File: src/rtl/dir_input_encoder.sv
// Turns four raw pushbuttons into one-cycle direction commands for the game controller.
// Each button is synchronized and debounced; a command is followed by a lockout and a wait for release.
module dir_input_encoder #(
  parameter int DEBOUNCE_CYCLES = 16,
  parameter int LOCKOUT_CYCLES  = 48
) (
  input  logic        clk,
  input  logic        rst,
  input  logic        btn_up,
  input  logic        btn_down,
  input  logic        btn_left,
  input  logic        btn_right,
  output logic [2:0]  dir,
  output logic        busy,
  output logic [15:0] cmd_count
);

  localparam int DW = $clog2(DEBOUNCE_CYCLES + 1);
  localparam int LW = $clog2(LOCKOUT_CYCLES + 1);
  localparam logic [2:0] DIR_IDLE = 3'd7;

  typedef enum logic [1:0] {
    S_IDLE,
    S_ISSUE,
    S_LOCKOUT,
    S_WAIT_RELEASE
  } state_t;

  // Bit order doubles as command priority: up is bit 0 and wins.
  logic [3:0]         raw;
  logic [3:0]         sync1_q, sync2_q;
  logic [3:0]         deb_q, deb_d, deb_prev_q;
  logic [3:0]         evt_q;
  logic [3:0][DW-1:0] cnt_q, cnt_d;
  logic [2:0]         code;

  state_t             state_q;
  logic [2:0]         dir_q;
  logic               busy_q;
  logic [15:0]        cmd_count_q;
  logic [LW-1:0]      lock_q;

  assign raw = {btn_right, btn_left, btn_down, btn_up};

  always_comb begin
    deb_d = deb_q;
    cnt_d = cnt_q;
    for (int i = 0; i < 4; i++) begin
      if (sync2_q[i] == deb_q[i]) begin
        cnt_d[i] = '0;
      end else if (cnt_q[i] == DW'(DEBOUNCE_CYCLES - 1)) begin
        deb_d[i] = ~deb_q[i];
        cnt_d[i] = '0;
      end else begin
        cnt_d[i] = cnt_q[i] + 1'b1;
      end
    end
  end

  always_comb begin
    code = 3'd3;
    if (evt_q[0])      code = 3'd0;
    else if (evt_q[1]) code = 3'd1;
    else if (evt_q[2]) code = 3'd2;
  end

  always_ff @(posedge clk) begin
    if (rst) begin
      sync1_q    <= '0;
      sync2_q    <= '0;
      deb_q      <= '0;
      deb_prev_q <= '0;
      evt_q      <= '0;
      cnt_q      <= '0;
    end else begin
      sync1_q    <= raw;
      sync2_q    <= sync1_q;
      deb_q      <= deb_d;
      deb_prev_q <= deb_q;
      evt_q      <= deb_q & ~deb_prev_q;
      cnt_q      <= cnt_d;
    end
  end

  // Press events are single-cycle pulses, so anything arriving outside IDLE is simply dropped.
  always_ff @(posedge clk) begin
    if (rst) begin
      state_q     <= S_IDLE;
      dir_q       <= DIR_IDLE;
      busy_q      <= 1'b0;
      cmd_count_q <= '0;
      lock_q      <= '0;
    end else begin
      case (state_q)
        S_IDLE: begin
          dir_q  <= DIR_IDLE;
          busy_q <= 1'b0;
          if (|evt_q) begin
            state_q     <= S_ISSUE;
            dir_q       <= code;
            busy_q      <= 1'b1;
            cmd_count_q <= cmd_count_q + 16'd1;
          end
        end
        S_ISSUE: begin
          state_q <= S_LOCKOUT;
          dir_q   <= DIR_IDLE;
          busy_q  <= 1'b1;
          lock_q  <= '0;
        end
        S_LOCKOUT: begin
          if (lock_q == LW'(LOCKOUT_CYCLES - 1)) begin
            state_q <= S_WAIT_RELEASE;
            busy_q  <= 1'b0;
          end else begin
            lock_q <= lock_q + 1'b1;
          end
        end
        S_WAIT_RELEASE: begin
          if (deb_q == 4'b0000) state_q <= S_IDLE;
        end
        default: begin
          state_q <= S_IDLE;
          dir_q   <= DIR_IDLE;
          busy_q  <= 1'b0;
        end
      endcase
    end
  end

  assign dir       = dir_q;
  assign busy      = busy_q;
  assign cmd_count = cmd_count_q;

endmodule

File: config.mk
export PLATFORM = sky130hd
export DESIGN_NAME = dir_input_encoder
export DESIGN_NICKNAME = d
export VERILOG_FILES = /design/src/rtl/dir_input_encoder.sv
export SDC_FILE = /design/constraint.sdc
export NUM_CORES = 1
export LEC_CHECK = 0
export BUFFER_PORTS_ARGS = -buffer_cell sky130_fd_sc_hd__buf_2
export CAP_MARGIN = 40
export CORE_ASPECT_RATIO = 0.7
export CORE_MARGIN = 1.5
export CORE_UTILIZATION = 56
export CTS_BUF_LIST = sky130_fd_sc_hd__clkbuf_4
export CTS_CLUSTER_SIZE = 25
export DETAILED_ROUTE_END_ITERATION = 6
export GPL_ROUTABILITY_DRIVEN = 0
export PLACE_DENSITY_LB_ADDON = 0.12
export SLEW_MARGIN = 20
export SYNTH_ARGS = -nofsm -noshare
export SYNTH_HDL_FRONTEND = slang
export SYNTH_SLANG_ARGS = --single-unit
File: constraint.sdc
create_clock -name clk -period 3 [get_ports clk]
set_clock_uncertainty 0.1 [all_clocks]
set_input_delay 0.45 -clock clk [delete_from_list [all_inputs] [get_ports clk]]
set_output_delay 0.45 -clock clk [all_outputs]
set_load 0.01 [all_outputs]
==> results.cfg <==
[setup_path]
worstReg2RegEnd = cmd_count[12]
cp_max_fo = 12
crit_required_ps = 3230
cp_data_arrival_time_ps = 2590
r2r_cells = 6
critPathCaptureType = register
r2r_slack_ps = 630
r2r-start = state_q[1]
critPathKind = register to register
crit_path_start_kind = register
startpoint = state_q[1]

[power]
p_leak_nw = 1.20
ir_worst_vdd_mv = 0.393
power.density_nw_per_um2 = 518

[run_status]
status = finished clean

[drt]
initialDrtViolationCount = 119
dr.pass1.iters = 5
vias_per_cell = 5.12
wl_um = 4500
drc = 0
wl_per_cell_um = 11.8
drt.antenna.violating_nets = 0
dr_total_vias = 1946

[floorplanning]
row_count = 21
coreArea_um2 = 4760
pin_count = 26
die_w_um = 86.7
initial_core_util_pct = 57.7
dieHeight_um = 61.6
die_area_um2 = 5340

[placement]
dpl_worst_slack_ps = 662
dp_hpwl_um = 3130
dp.cells = 368
placed_area_um2 = 2910
io_buffers = 25

[sta]
setup_viol = 0
min_period_ps = 2370
rsz0062_at_grt = no
hold_viol_final = 0
relSlewSlack_pct = 58.8
worstMarginPinSlew_ps = 613
fin_setup_tns_ps = 0
finalCritPeriodShare_pct = 78.9
drv_slew = 0
fmax_mhz = 423
setup_slack_ps = 634

[synthesis]
synth.distinct_cells = 44
yosysMostFrequentCell = dfxtp_1
ys_warn_count = 0
synth_fp_nets = 304
syn_avg_cell_area_um2 = 9.73
ys_seq_area_share_pct = 49.6
synth.top_cell.area_share_pct = 49.6
synth_seq_cells = 68
synth_ff_type = dfxtp_1
synth_largest_area_cell = dfxtp_1
synth_common_cells = dfxtp_1 (68), nor2_1 (38), nor2b_1 (18), ha_1 (16), inv_1 (13)
synthCells = 282
synth_area_leaders = dfxtp_1 (50%), ha_1 (7.3%), nor2_1 (5.2%), nor2b_1 (4.1%), xor2_1 (3.5%)
ys_async_sr_fraction_pct = 0
synth-edff-count = 0
mappedNetlistArea_um2 = 2750

[layout]
final_cells = 380
drive_above_1_share_pct = 14.1
nets = 333
area_growth_pct = 9.62
design_area_um2 = 3010
post-route-util_pct = 63.3
antenna_cells = 0

[clocking]
numClockSinks = 68
clk_latency_ps = 390
path_clk_slew_ps = 90
htree_levels = 3
clock_path_buffers = 2
cts_setup_buffers = 0
cts_tree = done
cts_resized = 0
cts_hold_buffers = 0
root_buffer = clkbuf_4
cts_buffers = 9

[grt]
grt_usage_pct = 18.2
grt_max_degree = 49
grt_pass1_vias = 1600
grt-ovfl-total = 0
grt_first_pass_wirelength_um = 7200
antenna_found_initial = 0

[hold_path]
hp-start = btn_up
min_path_cells = 2
min_to = sync1_q[0]
hold_class = primary input to register

[run]
max_cap_violations = 0
flip-flops by register name, summed over array words and instances (netlist names):
| name | count |
|---|---|
| state_q | 2 |
| sync2_q | 4 |
| lock_q | 6 |
| cmd_count | 16 |
| deb_q | 4 |
| busy | 1 |
| deb_prev_q | 4 |
| sync1_q | 4 |
| cnt_q | 20 |
| dir | 3 |
| evt_q | 4 |
worst max-delay path by stage:
stage	endpoint	slack, ps	cells after the start
floorplan	cmd_count[8]	1240	7
global placement	cmd_count[11]	820	6
detailed placement	cmd_count[12]	660	6
CTS	cmd_count[12]	630	6
global route	cmd_count[14]	430	6
finish	cmd_count[12]	630	6
area by class of cell:
cell class,count,area (µm²)
Tap cell,69,86.3
Clock buffer,10,75.1
Sequential cell,68,1360
Timing Repair Buffer,26,145
Inverter,14,52.6
Multi-Input combinational cell,192,1280
Clock inverter,1,5.00
Fill cell,408,1750
cells by family after synthesis:
family	Yosys count	share of synthesized area, %
muxes	6	2.19
DFF	68	49.6
xor gates and xnor gates	21	6.70
buffers and inverters	22	3.65
and+or+nand+nor	111	21.9
AOI/OAI and AO/OA	38	8.66
adders and majority gates	16	7.29
stage by stage:
stage | hold WS [ps] | power [mW]
5_1_grt | 147 | 1.65
2_1_floorplan | 267 | 1.11
3_3_place_gp | 270 | 1.15
3_5_place_dp | 272 | 1.15
4_1_cts | 132 | 1.58
6_report | 165 | 1.56
per-layer routing:
layer,GRT usage (%),part of all wire [%],vias to the layer above
li1,-,-,1019
met1,25.6,53,894
met2,24.7,41,25
met3,7.24,3.6,8
met4,7.60,1.8,0
met5,0,0,-
where the power goes:
| part | internal (mW) | leakage [nW] | switching [mW] |
|---|---|---|---|
| clock | 0.156 | 0.0499 | 0.271 |
| sequential | 0.924 | 0.550 | 0.0181 |
| combinational | 0.0779 | 0.595 | 0.112 |
| total | 1.16 | 1.20 | 0.402 |
cell usage in the layout (no fill, tap or decap), types with 2 or more instances in the layout:
cell	count
a21oi_1	12
a31oi_1	3
and2_1	2
and3_1	6
and4_1	3
buf_2	25
clkbuf_4	10
dfxtp_1	68
ha_1	16
inv_1	13
mux2i_1	6
nand2_1	8
nand3_1	7
nand4_1	8
nor2_1	38
nor2b_1	18
o21ai_0	11
o21ai_1	3
or3_1	11
xnor2_1	10
xor2_1	11
worst max-delay path, cell delays in order, from the launching register on:
cell and delay [ps]:
dfxtp_1 350, inv_1 130, ha_1 310, o41a_1 530
nand4_1 320, or3_1 390, a21oi_1 160
Power figures use the tool's default switching activity.
